### src/rtl/cache_arbiter.sv
// Round-robin arbiter sharing one cache request port between a data port (0) and a fetch/loader port (1).
// Each transaction is sequenced IDLE -> ISSUE -> WAIT -> RESP, and a watchdog bounds the time spent in WAIT.
module cache_arbiter #(
  parameter logic [15:0] WAIT_LIMIT = 16'd1023
) (
  input  logic        clk,
  input  logic        rst,
  input  logic        req0,
  input  logic        req1,
  input  logic [26:0] addr0,
  input  logic [26:0] addr1,
  input  logic [31:0] wdata0,
  input  logic [31:0] wdata1,
  input  logic        write0,
  input  logic        write1,
  output logic [31:0] rdata0,
  output logic [31:0] rdata1,
  output logic        done0,
  output logic        done1,
  output logic        err0,
  output logic        err1,
  output logic        busy,
  output logic        timeout_flag,
  output logic [26:0] c_addr,
  output logic [31:0] c_write_data,
  output logic        c_write,
  output logic        c_enable,
  input  logic [31:0] c_read_data,
  input  logic        c_available
);

  typedef enum logic [1:0] {IDLE = 2'd0, ISSUE = 2'd1, WAIT = 2'd2, RESP = 2'd3} state_t;

  state_t      state_q, state_d;
  logic        gnt_q, gnt_d, last_q, last_d;
  logic [15:0] cnt_q, cnt_d, cnt_inc;
  logic [26:0] addr_q, addr_d;
  logic [31:0] wdata_q, wdata_d, rdata0_q, rdata0_d, rdata1_q, rdata1_d, fin_data;
  logic        write_q, write_d, enable_q, enable_d, busy_q, busy_d, timeout_q, timeout_d;
  logic        done0_q, done0_d, done1_q, done1_d, err0_q, err0_d, err1_q, err1_d;
  logic        pick, timed_out;

  // Next-state, operand latch and response logic for the transaction sequencer.
  always_comb begin
    state_d   = state_q;
    gnt_d     = gnt_q;
    last_d    = last_q;
    cnt_d     = cnt_q;
    addr_d    = addr_q;
    wdata_d   = wdata_q;
    write_d   = write_q;
    rdata0_d  = rdata0_q;
    rdata1_d  = rdata1_q;
    timeout_d = timeout_q;
    enable_d  = 1'b0;
    done0_d   = 1'b0;
    done1_d   = 1'b0;
    err0_d    = 1'b0;
    err1_d    = 1'b0;
    cnt_inc   = cnt_q + 16'd1;
    // With both ports requesting, the one not served last wins.
    pick      = (req0 && req1) ? ~last_q : req1;
    timed_out = (WAIT_LIMIT != 16'd0) && (cnt_inc == WAIT_LIMIT);
    fin_data  = c_available ? c_read_data : 32'd0;
    case (state_q)
      IDLE: begin
        if (req0 || req1) begin
          state_d  = ISSUE;
          enable_d = 1'b1;
          gnt_d    = pick;
          last_d   = pick;
          addr_d   = pick ? addr1 : addr0;
          wdata_d  = pick ? wdata1 : wdata0;
          write_d  = pick ? write1 : write0;
        end else begin
          state_d = IDLE;
        end
      end
      ISSUE: begin
        state_d = WAIT;
        cnt_d   = 16'd0;
      end
      WAIT: begin
        // Completion wins over a timeout landing on the same cycle.
        if (c_available || timed_out) begin
          state_d   = RESP;
          done0_d   = ~gnt_q;
          done1_d   = gnt_q;
          err0_d    = ~c_available & ~gnt_q;
          err1_d    = ~c_available & gnt_q;
          timeout_d = timeout_q | ~c_available;
          if (!write_q && !gnt_q) begin
            rdata0_d = fin_data;
          end else begin
            rdata0_d = rdata0_q;
          end
          if (!write_q && gnt_q) begin
            rdata1_d = fin_data;
          end else begin
            rdata1_d = rdata1_q;
          end
        end else begin
          cnt_d = cnt_inc;
        end
      end
      RESP: begin
        state_d = IDLE;
      end
      default: begin
        state_d = IDLE;
      end
    endcase
    busy_d = (state_d != IDLE);
  end

  // State and registered-output flops with synchronous reset.
  always_ff @(posedge clk) begin
    if (rst) begin
      state_q   <= IDLE;
      gnt_q     <= 1'b0;
      last_q    <= 1'b1;
      cnt_q     <= 16'd0;
      addr_q    <= 27'd0;
      wdata_q   <= 32'd0;
      write_q   <= 1'b0;
      rdata0_q  <= 32'd0;
      rdata1_q  <= 32'd0;
      timeout_q <= 1'b0;
      enable_q  <= 1'b0;
      busy_q    <= 1'b0;
      done0_q   <= 1'b0;
      done1_q   <= 1'b0;
      err0_q    <= 1'b0;
      err1_q    <= 1'b0;
    end else begin
      state_q   <= state_d;
      gnt_q     <= gnt_d;
      last_q    <= last_d;
      cnt_q     <= cnt_d;
      addr_q    <= addr_d;
      wdata_q   <= wdata_d;
      write_q   <= write_d;
      rdata0_q  <= rdata0_d;
      rdata1_q  <= rdata1_d;
      timeout_q <= timeout_d;
      enable_q  <= enable_d;
      busy_q    <= busy_d;
      done0_q   <= done0_d;
      done1_q   <= done1_d;
      err0_q    <= err0_d;
      err1_q    <= err1_d;
    end
  end

  assign c_addr       = addr_q;
  assign c_write_data = wdata_q;
  assign c_write      = write_q;
  assign c_enable     = enable_q;
  assign rdata0       = rdata0_q;
  assign rdata1       = rdata1_q;
  assign done0        = done0_q;
  assign done1        = done1_q;
  assign err0         = err0_q;
  assign err1         = err1_q;
  assign busy         = busy_q;
  assign timeout_flag = timeout_q;

endmodule

### config.mk
export PLATFORM = sky130hd
export DESIGN_NAME = cache_arbiter
export DESIGN_NICKNAME = d
export VERILOG_FILES = /design/src/rtl/cache_arbiter.sv
export SDC_FILE = /design/constraint.sdc
export NUM_CORES = 1
export LEC_CHECK = 0
export ABC_AREA = 1
export BUFFER_PORTS_ARGS = -buffer_cell sky130_fd_sc_hd__buf_2
export CORE_AREA = 2 2 124 126
export DETAILED_ROUTE_END_ITERATION = 7
export DIE_AREA = 0 0 126 128
export GPL_ROUTABILITY_DRIVEN = 0
export PLACE_DENSITY_LB_ADDON = 0.2
export SYNTH_ARGS = -nofsm -noshare
export SYNTH_HDL_FRONTEND = slang
export SYNTH_SLANG_ARGS = --single-unit
### constraint.sdc
create_clock -name clk -period 2.4 [get_ports clk]
set_input_delay 0.24 -clock clk [delete_from_list [all_inputs] [get_ports clk]]
set_output_delay 0.24 -clock clk [all_outputs]
set_load 0.01 [all_outputs]
==> results of run 1 <==
## area by class of cell
class / instances / area, sq um
tap: 188 / 235.2
timing repair buffer: 320 / 1857
inverter: 149 / 560.5
sequential: 151 / 3025
antenna: 2 / 5.005
clock buffer: 19 / 442.9
fill: 1406 / 5298
clock inverter: 13 / 202.7
multi-input combinational: 709 / 3238
## what timing repair did
item,in CTS,in global routing
setup buffers,0,4
setup endpoints to repair,0,85
resized for setup,0,14
## per-layer routing
metal  wire (um)  global-route usage [%]
met5           0                       0
met2       11140                   45.54
met1        9292                   32.21
met3        1611                   7.053
met4         646                   10.86
## worst reg2reg max path, cell delays in order (launching register included)
cell and delay, ns:
dfxtp_1 0.33, ha_2 0.20, nand3_1 0.14, nor2_2 0.08, buf_4 0.13, nand2_1 0.04
nand2_1 0.08, nor2_1 0.11, nand2_1 0.06, nor2_1 0.12, nand3_2 0.13, nand2_4 0.16
nand3_4 0.15, clkbuf_16 0.23, nand2_1 0.06, nand2_1 0.05, nor2_1 0.10
## sequential cells by signal (all words and copies together), names as in the netlist, 2 cells and up
name	flops
c_write_data	32
cnt_q	16
c_addr	27
state_q	2
rdata0	32
rdata1	32
## per-stage QoR
stage	area [sq um]	std cells	util (%)	power (mW)	hold slack, ns
finish	9567	1551	64.36	7.335	0.06281
global route	9567	1551	64.36	7.683	0.06324
CTS	9397	1541	63.22	7.343	0.05361
detailed placement	8751	1509	58.87	4.399	0.4488
global placement	8751	1509	58.87	4.384	0.4534
floorplan	7079	1082	-	3.774	0.3923
## cell usage after synthesis
master	count	area share, %
nand4_1	58	5.1
nand3_4	1	0.25
ha_1	6	1.1
xor2_1	2	0.25
buf_4	1	0.11
a21oi_1	17	1.2
buf_1	5	0.27
buf_2	7	0.49
o21ai_0	63	4.5
nand3_1	31	2.2
buf_6	3	0.48
o21bai_1	3	0.32
nor2_1	118	6.3
o21ai_1	1	0.071
clkbuf_1	57	3.0
inv_1	148	7.8
clkinv_1	1	0.053
nand2_1	346	18
a31oi_1	60	5.3
nor3_1	3	0.21
dfxtp_1	151	43
## path summary, 6_finish.rpt
path,from,to,cells after the start
hold reg to reg,timeout_flag$_SDFFE_PP0P_,timeout_flag$_SDFFE_PP0P_,2
hold / removal,addr1[21],c_addr[21]$_SDFFE_PP0P_,3
setup reg to reg,cnt_q[0]$_SDFFE_PP0P_,rdata1[28]$_SDFFE_PP0P_,16
setup / recovery,cnt_q[0]$_SDFFE_PP0P_,rdata1[28]$_SDFFE_PP0P_,16
## report_power, final
part | leakage [nW] | total [mW] | internal [mW] | switching (mW)
logic | 3.44 | 1.50 | 0.560 | 0.940
clock network | 0.313 | 2.94 | 1.87 | 1.08
registers | 1.24 | 2.89 | 2.77 | 0.127
total | 4.99 | 7.33 | 5.19 | 2.14
## cell families (layout without fill, tap and decap cells)
logic type,Yosys count,after routing,share of synthesized area (%)
adders and majority gates,6,6,1.060
AOI/OAI and AO/OA,144,144,11.35
DFF,151,151,42.70
xor gates and xnor gates,2,2,0.2475
and+or+nand+nor,557,557,32.38
buffers and inverters,222,501,12.27
other,0,2,0
==> results.md, run 1 <==
- First-pass iteration count of the detailed router: 5
- Final WL: ~23000 um
- Mapped Nets: between 1000 and 1500
- P_leak: 4.988 nW
- Critical Path Start Type: register
- Slew @ Worst Pin: between 0.7 and 0.8 ns
- Area growth syn-to-layout: 35.14%
- Vias in the first global route: a little over 7000
- Setup_tns: 0 ns
- Detailed placer's ending HPWL: between 15000 and 20000 um
- Final-stage net count: around 1500
- CTS tree: done
- Area of the core: roughly 15000 sq um
- Yosys warnings: 0
- Share of cells above drive strength 1: 27.04%
- Global Route Usage Sum: a little over a quarter
- Reg clk slew, reported paths: ~0.070 ns
- Final worst slack: 0.1705 ns
- Pins Over Slew Limit: 0
- Area of the die: between 15000 and 20000 sq um
- Antenna Nets Post-Route: 0
- DRC Markers: 0
- Fin Clk Skew: roughly 0.014 ns
- Initial Util: ~48%
- Gr ovfl total: 0
- Critical Path AT: approximately 2.6 ns
- Die X-Extent: 126 um
- Setup violators final: 0
- Longest Clk Path Bufs: 2
- CP Class: reg2reg
- Mapped Avg Cell Area: about 6.5 sq um
- Clock root buffer: clkbuf_16
- Cell Rows: 45
- Initial antenna violation count: 2
- Crit Path Max Fanout: 11
- Worst-path cell chain: ha_2, nand3_1, nor2_2, buf_4, nand2_1, nand2_1, nor2_1, nand2_1, nor2_1, nand3_2, nand2_4, nand3_4, clkbuf_16, nand2_1, nand2_1, nor2_1
- Top cell by count, worst path: nand2_1
- MaxCap Viol Count: 0
- Largest net degree at the start of global routing: 121
- First-pass GRT wire length: roughly 35000 um
- Port bufs: 287
- Clock sinks: about 150
- Fmax: 448.5 MHz
- Slew HR: 48.13%
- Slowest cell on the critical path: dfxtp_1
- Commonest non-fill, non-tap cell in the layout: nand2_1
- R2R setup slack: between 0.15 and 0.2 ns
- # IOs: ~290
- Pwr/cell area: between 700 and 800 nW/um^2
- # hold bufs at CTS: 0
- CP max stage delay: approximately 0.33 ns
- Post-synth cell types: 21
- H-tree Lvls: 4
- Peak supply drop: between 0.5 and 0.6 mV
- CP endpoint kind: register
- Vias per cell: about 5.0
- Delay-heaviest family, CP: simple AND/OR/NAND/NOR gates
- WP buf/inv: 2
- Critical Path RT: between 2 and 3 ns
- Post-layout min period: between 2 and 2.5 ns
- Seq/Total Area, Yosys: around 43%
- Commonest non-fill, non-tap cells in the layout: 343 x nand2_1, 287 x buf_2, 149 x dfxtp_1
- Chip height: 128 um
- 1st-iter DRT viols: 564
- Result of the run: complete, no violations
- Final period util: 92.90%
- Pre-CTS setup slack: around 0.075 ns
- Post-Synthesis Cells: 1082
- Final hold vios: 0
- Worst-skew pair later-pin latency: approximately 0.43 ns
- Cell Area, Synth: 7079 sq um
- Yosys reg bits: between 150 and 200
- DR WL/cell: 14.63 um
- Hold Path Class: in2reg
- Num CTS Buffers: 17
- Total number of vias: around 7800
No activity file was read; power rests on OpenSTA's default activity.
==> inputs of run 2 (changes only) <==
--- a/config.mk
+++ b/config.mk
@@ -7,9 +7,9 @@
 export LEC_CHECK = 0
 export ABC_AREA = 1
 export BUFFER_PORTS_ARGS = -buffer_cell sky130_fd_sc_hd__buf_2
-export CORE_AREA = 2 2 124 126
+export CORE_AREA = 2 2 130 120
 export DETAILED_ROUTE_END_ITERATION = 7
-export DIE_AREA = 0 0 126 128
+export DIE_AREA = 0 0 132 122
 export GPL_ROUTABILITY_DRIVEN = 0
 export PLACE_DENSITY_LB_ADDON = 0.2
 export SYNTH_ARGS = -nofsm -noshare
==> results.md, run 2 (synthesis gave the netlist of run 1 again) <==
- Result of the run: complete, no violations
- CP endpoint kind: register
- Total number of vias: 7683 (-1.8%)
- CP Class: reg2reg
- Hold Path Class: in2reg
- Gr ovfl total: 0 (unchanged)
- Vias per cell: 4.925 (-2.3%)
- Final period util: 91.86% (-1.0 points)
- Cell Rows: 43 (-4.4%)
- Sw Share: 29.82% (+0.61 points)
- Pwr/cell area: 752.2 nW/um^2 (-1.9%)
- Fillers: 1413 (+0.50%)
- # IOs: 288 (unchanged)
- Part of the power in registers: 40.8% (+1.4 points)
- Vias in the first global route: 6876 (-2.7%)
- Final hold vios: 0 (unchanged)
- Placed Cells: 1524 (+0.99%)
- Initial antenna violation count: 3 (+1)
- Clock power share: 38.6% (-1.5 points)
- Non-filler cells, final: 1560 (+0.58%)
- First-pass iteration count of the detailed router: 5 (unchanged)
- Critical Path RT: 2.74 ns (-0.02 ns)
- Pre-CTS setup slack: 0.004051 ns (-0.07115 ns)
- Share of cells above drive strength 1: 26.94% (-0.10 points)
- Num CTS Buffers: 17 (unchanged)
- Area of the die: 16100 sq um (-0.15%)
- Critical Path AT: 2.54 ns (-0.05 ns)
- Crit Path Max Fanout: 20 (+9)
- Longest Clk Path Bufs: 2 (unchanged)
- P_leak: 4.900 nW (-1.8%)
- Post-layout min period: 2.205 ns (-0.02488 ns)
- Port bufs: 287 (unchanged)
- 1st-iter DRT viols: 630 (+12%)
- CTS tree: done
- Global Route Usage Sum: 25.81% (-0.93 points)
- Clock root buffer: clkbuf_16
- Pins Over Slew Limit: 0 (unchanged)
- Area of the core: 14900 sq um (+0.26%)
- Final core utilization: 63.30% (-1.1 points)
- Largest net degree at the start of global routing: 121 (unchanged)
- Commonest non-fill, non-tap cells in the layout: 343 x nand2_1, 287 x buf_2, 150 x dfxtp_1
- First-pass GRT wire length: 33540 um (-3.3%)
- Tot Pwr: 7.096 mW (-3.3%)
- Fin Clk Skew: 0.01067 ns (-0.003178 ns)
- Slew @ Worst Pin: 0.6107 ns (-0.1626 ns)
- DR WL/cell: 13.78 um (-5.8%)
- Antenna Nets Post-Route: 0 (unchanged)
- Commonest non-fill, non-tap cell in the layout: nand2_1
- H-tree Lvls: 4 (unchanged)
- Clock sinks: 151 (unchanged)
- MaxCap Viol Count: 0 (unchanged)
- Chip height: 122 um (-4.7%)
- Reg clk slew, reported paths: 0.06 ns (about the same)
- Final WL: 21500 um (-5.2%)
- Detailed placer's ending HPWL: 14870 um (-3.7%)
- Peak supply drop: 0.4922 mV (-5.2%)
- Fmax: 453.6 MHz (+1.1%)
- Initial Util: 47.50% (-0.12 points)
- Final-stage net count: 1506 (-0.33%)
- Final worst slack: 0.1953 ns (+0.02488 ns)
- DRC Markers: 0 (unchanged)
- Power Internal: 4.980 mW (-4.1%)
- Area growth syn-to-layout: 33.26%
- NetSw: 2.116 mW (-1.2%)
- Die X-Extent: 132 um (+4.8%)
- Final Hold Slack: 0.08035 ns (+0.01754 ns)
- Critical Path Start Type: register
- Worst-skew pair later-pin latency: 0.41 ns (-0.02 ns)
- Comb pwr share: 20.6% (+0.2 points)
- Slew HR: 59.29% (+11 points)
- Setup violators final: 0 (unchanged)
## run 2: changes by cell type in the layout (fill, tap and decap cells not counted), sizes merged
cell	delta
buf	-3
clkbuf	+1
bufinv	-3
diode	+1
clkinv	-6
clkinvlp	+1
inv	+4
## run 2: final cells by class
cell class | instances | area (sq um) | area share, %
clock inverter | 9 | 113.9 | 1.207
sequential | 151 | 3024 | 32.06
clock buffer | 22 | 494.2 | 5.239
antenna | 3 | 7.507 | 0.07958
multi-input combinational | 709 | 3251 | 34.46
tap | 202 | 252.7 | 2.679
timing repair buffer | 315 | 1730 | 18.34
inverter | 149 | 560.5 | 5.942
## run 2: stage by stage
| step | setup TNS [ns] | cell area (sq um) |
|---|---|---|
| floorplan | 0 | 7079 |
| global placement | 0 | 8723 |
| detailed placement | 0 | 8723 |
| CTS | 0 | 9334 |
| global route | -0.04838 | 9434 |
| finish | 0 | 9434 |
## run 2: worst paths after layout
check        slack, ns  cells after the start                 startpoint                       endpoint
min reg2reg       0.46                      2  timeout_flag$_SDFFE_PP0P_      timeout_flag$_SDFFE_PP0P_
max reg2reg       0.20                     13      cnt_q[2]$_SDFFE_PP0P_         rdata1[7]$_SDFFE_PP0P_
min               0.08                      3                 wdata0[23]  c_write_data[23]$_SDFFE_PP0P_
max               0.20                     13      cnt_q[2]$_SDFFE_PP0P_         rdata1[7]$_SDFFE_PP0P_
## run 2: power by group through the flow
stage / clock network, mW / logic (mW) / registers (mW)
after floorplan: 0 / 0.726 / 3.05
after global placement: 0 / 1.45 / 2.94
after detailed placement: 0 / 1.45 / 2.94
after CTS: 2.78 / 1.46 / 2.89
after global routing: 2.89 / 1.62 / 2.92
final: 2.74 / 1.46 / 2.90
## run 2: worst max-delay path, cell delays in order (launching register included)
cell	delay, ns
dfxtp_1	0.48
nand3_1	0.14
buf_4	0.16
xor2_1	0.15
nor2_2	0.16
nand3_1	0.12
nor2_2	0.11
nand3_2	0.12
nand2_4	0.13
nand3_4	0.13
buf_12	0.19
nand2_1	0.06
inv_1	0.04
nor2_1	0.12
## run 2: repair_timing
| item | in CTS | in global routing |
|---|---|---|
| buffers inserted | 0 | 1 |
| hold buffers | 0 | 0 |
| cloned | 0 | 1 |
| endpoints found under the setup margin | 10 | 87 |
| gates resized for setup | 1 | 16 |
## run 2: per-layer routing
layer	global-route usage [%]	part of all wire, %
met1	32.52	44
met2	42.81	47
met3	6.533	6.4
met4	9.783	2.0
met5	0	0
